<file path="src/rtl/exe_mem_flow_ctrl.sv">
// EXE->MEM flow controller: sequences the iterative divider and turns divider occupancy,
// data-memory wait and exceptions into EXE/MEM freeze/bubble and upstream stall. Option: DIV_ZERO_SKIP_EN.
module exe_mem_flow_ctrl #(
   parameter int DIV_CYCLES = 32,
   parameter int CNT_W      = 6
) (
   input  logic        clk,
   input  logic        rst_n,
   input  logic        div_req,
   input  logic        div_by_zero,
   input  logic        mem_req,
   input  logic        mem_ack,
   input  logic        irq,
   output logic        div_start,
   output logic        div_abort,
   output logic        div_done,
   output logic        em_stall,
   output logic        em_clr,
   output logic        up_stall,
   output logic [31:0] stall_cycles
);

   typedef enum logic [1:0] {IDLE, RUN, DONE} state_t;

   state_t           state_reg, state_next;
   logic [CNT_W-1:0] cnt_reg, cnt_next;
   logic [31:0]      stall_cycles_reg;
   logic [31:0]      stall_cycles_next;
   logic             mem_wait;
   logic             div_busy;

   // An exception cancels the memory wait so the pipeline can flush instead of freezing.
   assign mem_wait = mem_req & ~mem_ack & ~irq;
   assign div_busy = ((state_reg == IDLE) & div_req) | (state_reg == RUN);

   assign em_stall = mem_wait;
   assign up_stall = (mem_wait | div_busy) & ~irq;
   // Bubbles keep the instruction already in MEM from being replayed while the divider works.
   assign em_clr   = irq | (div_busy & ~mem_wait);

`ifndef DIV_ZERO_SKIP_EN
   logic unused_div_by_zero;
   assign unused_div_by_zero = div_by_zero;
`endif

   always_comb begin
      state_next = state_reg;
      cnt_next   = cnt_reg;
      div_start  = 1'b0;
      div_abort  = 1'b0;
      div_done   = 1'b0;
      case (state_reg)
         IDLE: begin
            div_start = div_req & ~irq & ~mem_wait;
            if (div_start) begin
`ifdef DIV_ZERO_SKIP_EN
               if (div_by_zero) begin
                  state_next = DONE;
               end else begin
                  cnt_next   = CNT_W'(DIV_CYCLES - 1);
                  state_next = RUN;
               end
`else
               cnt_next   = CNT_W'(DIV_CYCLES - 1);
               state_next = RUN;
`endif
            end
         end
         RUN: begin
            if (irq) begin
               div_abort  = 1'b1;
               state_next = IDLE;
            end else if (cnt_reg == '0) begin
               state_next = DONE;
            end else begin
               cnt_next = cnt_reg - CNT_W'(1);
            end
         end
         DONE: begin
            // Result is held here until MEM drains, then captured in the same cycle.
            div_done = ~mem_wait & ~irq;
            if (div_done | irq | ~div_req) begin
               state_next = IDLE;
            end
         end
         default: state_next = IDLE;
      endcase
   end

   always_ff @(posedge clk or negedge rst_n) begin
      if (!rst_n) begin
         state_reg <= IDLE;
         cnt_reg   <= '0;
      end else begin
         state_reg <= state_next;
         cnt_reg   <= cnt_next;
      end
   end

   assign stall_cycles_next = (up_stall && (stall_cycles_reg != 32'hFFFF_FFFF))
                              ? stall_cycles_reg + 32'd1 : stall_cycles_reg;

   always_ff @(posedge clk or negedge rst_n) begin
      if (!rst_n) begin
         stall_cycles_reg <= '0;
      end else begin
         stall_cycles_reg <= stall_cycles_next;
      end
   end

   assign stall_cycles = stall_cycles_reg;

endmodule

</file>
<file path="config.mk">
export PLATFORM = sky130hd
export DESIGN_NAME = exe_mem_flow_ctrl
export DESIGN_NICKNAME = d
export VERILOG_FILES = /design/src/rtl/exe_mem_flow_ctrl.sv
export SDC_FILE = /design/constraint.sdc
export NUM_CORES = 1
export LEC_CHECK = 0
export ABC_AREA = 1
export CAP_MARGIN = 20
export CORE_ASPECT_RATIO = 1.2
export CORE_MARGIN = 2
export CORE_UTILIZATION = 50
export DETAILED_ROUTE_END_ITERATION = 10
export PLACE_DENSITY_LB_ADDON = 0.15
export SETUP_SLACK_MARGIN = 0.3
export SYNTH_ARGS = -nofsm -noshare
export SYNTH_HDL_FRONTEND = slang
export SYNTH_SLANG_ARGS = --single-unit
export TNS_END_PERCENT = 100
</file>
<file path="constraint.sdc">
create_clock -name clk -period 2.4 [get_ports clk]
set_input_delay 0.24 -clock clk [delete_from_list [all_inputs] [get_ports clk]]
set_output_delay 0.24 -clock clk [all_outputs]
set_load 0.01 [all_outputs]
</file>
* Yosys cells after proc, flatten, opt, wreduce, memory -nomap -nowiden
Index checks and enable logic that the tools add are counted.
** Storage, ports and cells
- Register bits after elaboration :: 40
- Bits of input ports :: 7
- Output and inout bits :: 38
- Logic and storage cells :: 49
** Cells by class
- Add/sub/neg operators :: 2
- Equal/unequal tests :: 8
- Multiplexer cells :: 13
- Bitwise operators :: 17
- Reductions and logical operators :: 6
** Operators with widths (number)
- $add 32x1->32 const B :: 1
- $ne 32x32->1 const B :: 1
- $mux 6 :: 3
- $pmux 6 s2 :: 1
- $and 1x1->1 :: 8
- $mux 2 :: 4
- $logic_not 6->1 :: 1
- $ne 2x2->1 const B :: 3
- $pmux 2 s3 :: 1
- $sub 6x1->6 const B :: 1
- $or 1x1->1 :: 5
- $mux 1 :: 4
- $not 1->1 :: 4
- $reduce_and 4->1 :: 1
- $ne 3x2->1 const B :: 1
- $reduce_and 3->1 :: 1
- $eq 2x1->1 const B :: 1
- $eq 2x2->1 const B :: 1
- $logic_not 2->1 :: 1
- $ne 2x1->1 const B :: 1
- $reduce_bool 2->1 :: 1
- $logic_and 1x1->1 :: 1

* Depth between registers and ports, before layout
Gate-level depths: netlist of the first run.
- Depth after elaboration :: 9
- Gate-level depth with buffers :: 11

* Least setup slack after synthesis of the first run
No wires, ideal clock.
- Path kind :: reg-to-reg
- Start :: register stall_cycles_reg[0] (netlist: stall_cycles[0])
- End :: register stall_cycles_reg[17] (netlist: stall_cycles[17])
- Library setup time :: 116 ps
- Arrival time :: 1635 ps
- Required time :: 2284 ps
- Slack :: 648 ps
- Cell stages (with the launch flop) :: 12
- Cell sequence :: dfrtp_1 -> ha_1 -> nand2_1 -> nor2_4 -> nand2_2 -> nor2_4 -> nand2_4 -> nand2_8 -> inv_4 -> buf_6 -> nand2_1 -> nand2_1
** On the way
- Cells in the longest elaborated chain, start to end :: 2
- Elaborated cells between the ends (all ways) :: 3
- Those cells by class :: 1 x add/sub; 1 x eq/ne; 1 x reduce/logical
** Ends and longest elaborated chain
- start, declared :: line 27 : logic [31:0] stall_cycles_reg;
- start signal, assigned :: line 107 : stall_cycles_reg <= stall_cycles_next;
- parallel branches: the longest is 2 deep, another holds $add 32x1->32
Several ways; the timed one is not identified.
A chain may end at the register's enable or synchronous reset.

* Final worst setup path of the first run
- Start :: input port irq
- End :: output port up_stall
** On the way
- Cells in the longest elaborated chain, start to end :: 4
** Ends and longest elaborated chain
- start, declared :: line 13 : input logic irq,
- $not 1->1 * :: line 33, 37
- $and 1x1->1 :: line 33 : assign mem_wait = mem_req & ~mem_ack & ~irq;
- $or 1x1->1 :: line 37 : assign up_stall = (mem_wait | div_busy) & ~irq;
- $and 1x1->1 * :: line 37
- end, declared :: line 19 : output logic up_stall,
Mark *: on every way between the ends. The rest lies on a longest branch, timed or not.

==> impl_metrics.ini, run 1 <==
[run_status]
outcome = complete, no violations

[synthesis]
syn_area_per_cell_um2 = 6.43
synth.cell_area_mm2 = 0.00269
ys_seq_area_frac = 0.372
ys_warn_count = 0
synth_cell_types = 25
synth-seq-cells = 40
yosysTopAreaCell = dfrtp_1
yosys.area.top_type_share = 0.372
syn_nets = 428
synthCells = 418
yosys-top-cells-area = dfrtp_1 (37%), nand2_1 (27%), nor2_1 (9.8%)

[placement]
dp_slack_ns = 0.361
dpl.hpwl_um = 5010
dp.cells = 522
gp_congestion = 0.875
port-buffer-count = 43
placed_cell_area_mm2 = 0.00317

[layout]
fin_nets = 478
drive_gt1_frac = 0.0490
finalInstanceArea_mm2 = 0.00329
n_antenna_cell = 0
largest_reg_flops = 32
final_cell_count_no_fill = 531
syn2layout_area_growth_pct = 22.3

[power_and_ir_drop]
p_int_mw = 1.23
ir_drop_uv = 632
swShare = 0.307
p_sw_mw = 0.542
clkPwrFrac = 0.313
p_seq_frac = 0.459
comb_power_share = 0.227
powerDensity_mw_per_mm2 = 538
p_leak_nw = 1.51
power_mw = 1.77

[die]
ios = 45
die_y_um = 84.3
rows = 29
die_w_um = 70.9
dieArea_mm2 = 0.00598
coreArea_mm2 = 0.00523
initial_core_util = 0.514

[setup_path]
crit_path_max_fanout = 7
critPathBufInv = 4
worstPathRequired_ns = 2.16
slowest_delay_ns = 0.55
cp_top_family = buffers and inverters
worst_setup_path_start_kind = primary input
critPathArrivalTime_ns = 1.74
cpMaxStageDelayCell = clkdlybuf4s50_1
critPathKind = primary input to output port
crit_chain = clkdlybuf4s50_1, inv_2, nand3_1, nand2_1, nand2_2, inv_2, clkdlybuf4s50_1
end_kind = output port

[global_routing]
grt_overflow = 0
grt_max_degree = 41
grt_pass1_vias = 2547
grt_pass1_wl_um = 11600
track_usage = 0.241
antenna_found_initial = 0

[clocking]
clock_latency_ns = 0.30
cts_buffers = 5
cts_tree = built
htreeDepth = 2
clk_pin_slew_ns = 0.08
cts_root_buf = clkbuf_8
clock_path_buffers = 2
clock_sinks = 40
cts_hold_buf = 0

[sta]
maxSlewHeadroom = 0.394
tns_ns = 0
min_period_over_period = 0.825
hold_viol = 0
tightest_slew_ns = 0.910
maxSlewViolCount = 0
max_clock_freq_ghz = 0.505
setup_viol_count_final = 0
rsz0062_at_grt = no
period_needed_ns = 1.98
finClkSkew_ns = 0.00811
setup_ws_ns = 0.421

[detailed_routing]
vias = 2697
wirelength_um = 6720
ant_nets = 0
viasPerCell = 5.08
wire_per_inst_um = 12.7
drcViolationCount = 0
first_pass_iters = 5
dr.first_iter.drc_count = 207

[flow_run]
drv_cap = 0

[min_path]
holdCritPathClass = primary input to async pin
## area by class of cell
cell class | instances | area, um^2
fillers | 518 | 1940
multi-input cells | 335 | 1490
flip-flops and latches | 40 | 1000
repair buffers | 48 | 463
inverters | 38 | 145
well taps | 62 | 77.6
clock buffers | 6 | 72.6
clock inverters | 2 | 35.0
## worst reg2reg max path, stage by stage, from the launching register on
cell and delay, ns:
dfrtp_1 0.42, ha_1 0.26, nand2_1 0.11, nor2_4 0.11, nand2_2 0.12, nor2_4 0.15
nand2_4 0.14, nand2_8 0.17, buf_4 0.21, nand2_1 0.06, o21ai_1 0.07
## layout by cell type, fill, tap and decap left out, drive strengths merged
master         instances
inv                   38
a21oi                  1
nand3                 22
clkdlybuf4s50         42
xnor2                  3
clkbuf                 6
a22oi                  1
o21ai                 10
a31oi                  1
ha                     3
nand4                  5
xor2                  12
clkinv                 1
nand2                196
nor2                  73
buf                    6
dfrtp                 40
nand3b                 7
bufinv                 1
and3                   1
## worst paths after layout
check / to / startpoint / cells after the start / slack (ns)
min in group clk: cnt_reg[0] / cnt_reg[0] / 1 / 0.50
worst max register to register: stall_cycles[5] / stall_cycles[1] / 10 / 0.50
max in group asynchronous: stall_cycles[9] / rst_n / 1 / 1.76
worst min-delay path: cnt_reg[2] / rst_n / 1 / 0.06
worst max-delay path: up_stall / irq / 7 / 0.42
worst min register to register: cnt_reg[0] / cnt_reg[0] / 1 / 0.50
## power groups by stage
stage / clock, mW / combinational (mW) / sequential (mW)
floorplan: 0 / 0.227 / 0.834
global placement: 0 / 0.393 / 0.823
detailed placement: 0 / 0.403 / 0.826
CTS: 0.564 / 0.405 / 0.814
global route: 0.586 / 0.455 / 0.826
finish: 0.554 / 0.402 / 0.812
## through the flow
step,hold WS (ns),utilization
final,0.0574,0.629
after CTS,0.0941,0.627
after detailed placement,0.419,0.607
after floorplan,-0.0556,-
after global routing,0.147,0.629
after global placement,0.409,0.607
## Yosys cell counts, drive strengths merged
library cell	count
buf	5
dfrtp	40
a22oi	1
inv	38
nand2	196
and3	1
nand3	22
ha	3
a21oi	1
a31oi	1
xor2	12
nand3b	7
o21ai	10
nand4	5
nor2	73
xnor2	3
## logic make-up after synthesis
| group | count (synthesis) | synth area share |
|---|---|---|
| AOI/OAI and AO/OA | 13 | 0.0256 |
| xor gates and xnor gates | 15 | 0.0489 |
| adders and majority gates | 3 | 0.0140 |
| buffers and inverters | 43 | 0.0726 |
| DFF | 40 | 0.372 |
| and+or+nand+nor | 304 | 0.466 |
## repair_timing
item / CTS / global route
resized for setup: 0 / 1
setup buffers: 0 / 1
endpoints found under the setup margin: 0 / 1
## layer usage
layer  GRT usage  vias up  routed length (um)
met2       0.405       63                3210
li1            -     1381                   -
met5           0        -                   0
met4      0.0875        0                 125
met1       0.315     1244                3130
met3      0.0324        9                 253
(Power assumes the default switching activity.)
==> run 2, diff against run 1 <==
clock period = 1.9 ns   (was 2.4 ns; I/O delays follow)
==> run 2 against run 1 <==
  * Critical path depth down 5
  * Total power rose by 32%
  * Clock-buffer cell count shrank 1
  * Final area increased by 9.6%
  * Via count grew 3.7%
  * Worst hold slack improved by 0.31 ns
  * Sequential cell count unchanged
  * Non-clock buffer count grew 21
  * Sequential share of layout area down 2.2 points
  * Critical endpoint is now stall_cycles[0]
  * Largest cell class unchanged
  * Highest routed layer unchanged
==> impl_metrics.ini, run 2 (same netlist as run 1, synthesis figures left out) <==
[power_and_ir_drop]
p_seq_frac = 0.442
clkPwrFrac = 0.303
swShare = 0.311
power_mw = 2.34
p_sw_mw = 0.726
powerDensity_mw_per_mm2 = 648
comb_power_share = 0.255
p_int_mw = 1.61
p_leak_nw = 1.67
ir_drop_uv = 721

[global_routing]
grt_pass1_vias = 2577
grt_overflow = 0
antenna_found_initial = 0
met3_usage = 0.0348
grt_pass1_wl_um = 11500
grtUsageMet1 = 0.319
grt.met2_usage = 0.386
track_usage = 0.235
grt_max_degree = 22
busiest_layer = met2

[die]
coreArea_mm2 = 0.00523
dieArea_mm2 = 0.00598
rows = 29
ios = 45
initial_core_util = 0.514
die_w_um = 70.9
die_y_um = 84.3

[sta]
period_needed_ns = 1.58
hold_viol = 0
finClkSkew_ns = 0.00508
rsz0062_at_grt = yes
tns_ns = 0
setup_viol_count_final = 0
maxSlewHeadroom = 0.685
tightest_slew_ns = 0.473
min_period_over_period = 0.833
max_clock_freq_ghz = 0.632
maxSlewViolCount = 0

[setup_path]
end_kind = output port
crit_path_max_fanout = 7
critPathArrivalTime_ns = 1.39
critPathKind = flop to output port
worst_setup_path_start_kind = flop
worstPathRequired_ns = 1.71
reg2reg_from = stall_cycles[1]
crit_start = stall_cycles[0]

[placement]
dp.cells = 531
dpl.hpwl_um = 5050
port-buffer-count = 43
gp_congestion = 0.879

[flow_run]
drv_cap = 0

[detailed_routing]
viasPerCell = 5.07
first_pass_iters = 5
wirelength_um = 6840
wire_per_inst_um = 12.4
dr.first_iter.drc_count = 141
drcViolationCount = 0
vias = 2798
ant_nets = 0

[layout]
fillers = 456
syn2layout_area_growth_pct = 34.1
final_cell_count_no_fill = 552
final_core_utilization = 0.690
largest_reg_flops = 32
mostFrequentLayoutCells = nand2_1 (191), nor2_1 (52), clkdlybuf4s50_1 (35)
n_antenna_cell = 0
final_common_cell = nand2_1
drive_gt1_frac = 0.161
fin_nets = 499

[clocking]
clock_path_buffers = 2
cts_buffers = 5
clock_sinks = 40
htreeDepth = 2
clk_pin_slew_ns = 0.08
cts_root_buf = clkbuf_8
clock_latency_ns = 0.30
cts_tree = built

[run_status]
outcome = complete, no violations

[min_path]
holdCritPathClass = primary input to async pin
run 2: changes by cell type in the layout (fill, tap and decap cells not counted), sizes merged:
cell	change
buf	+19
clkbuf	+1
clkdlybuf4s50	-7
clkinvlp	+1
dlygate4sd2	+5
dlygate4sd3	+1
dlymetal6s2s	+1
run 2: worst max-delay path: stages, from the launching register on:
cell             delay (ns)
dfrtp_2                0.39
buf_4                  0.16
clkdlybuf4s50_1        0.54
run 2: power groups by stage:
stage | clock, mW | combinational, mW | sequential, mW
2_1_floorplan | 0 | 0.290 | 1.06
3_3_place_gp | 0 | 0.540 | 1.04
3_5_place_dp | 0 | 0.549 | 1.04
4_1_cts | 0.720 | 0.553 | 1.02
5_1_grt | 0.751 | 0.660 | 1.05
6_report | 0.707 | 0.596 | 1.03
run 2: cell type report:
class | instances | area, um^2 | share of cell area
multi-input cells | 335 | 1570 | 0.437
well taps | 62 | 77.6 | 0.0215
flip-flops and latches | 40 | 1020 | 0.282
inverters | 38 | 150 | 0.0417
repair buffers | 69 | 673 | 0.187
clock inverters | 3 | 42.5 | 0.0118
clock buffers | 5 | 68.8 | 0.0191
run 2: worst paths after layout:
check | endpoint | slack [ns] | depth (start not counted)
max | stall_cycles[0] | 0.32 | 2
min | cnt_reg[2] | 0.37 | 2
max reg2reg | stall_cycles[12] | 0.36 | 10
min reg2reg | cnt_reg[0] | 0.49 | 1
max in group asynchronous | stall_cycles[15] | 1.04 | 3
min in group clk | cnt_reg[0] | 0.49 | 1
run 2: repair_timing:
item,CTS,global route
endpoints found under the hold margin,19,0
gates cloned,0,1
setup endpoints to repair,33,33
pin swaps,1,6
setup buffers,2,9
hold buffers,1,0
gates resized for setup,17,32
run 2: through the flow:
step | worst slack, ns | area [um^2] | hold WS [ns]
after floorplan | 0.232 | 2690 | -0.106
after global placement | 0.155 | 3270 | 0.175
after detailed placement | 0.0659 | 3270 | 0.171
after CTS | 0.308 | 3420 | 0.384
after global routing | 0.242 | 3600 | 0.409
final | 0.318 | 3600 | 0.369
run 2: metal layers:
metal  up-vias  share of wire
met5         -              0
met4         0          0.019
met3        12          0.048
met2        70           0.47
met1      1292           0.46
li1       1424              -
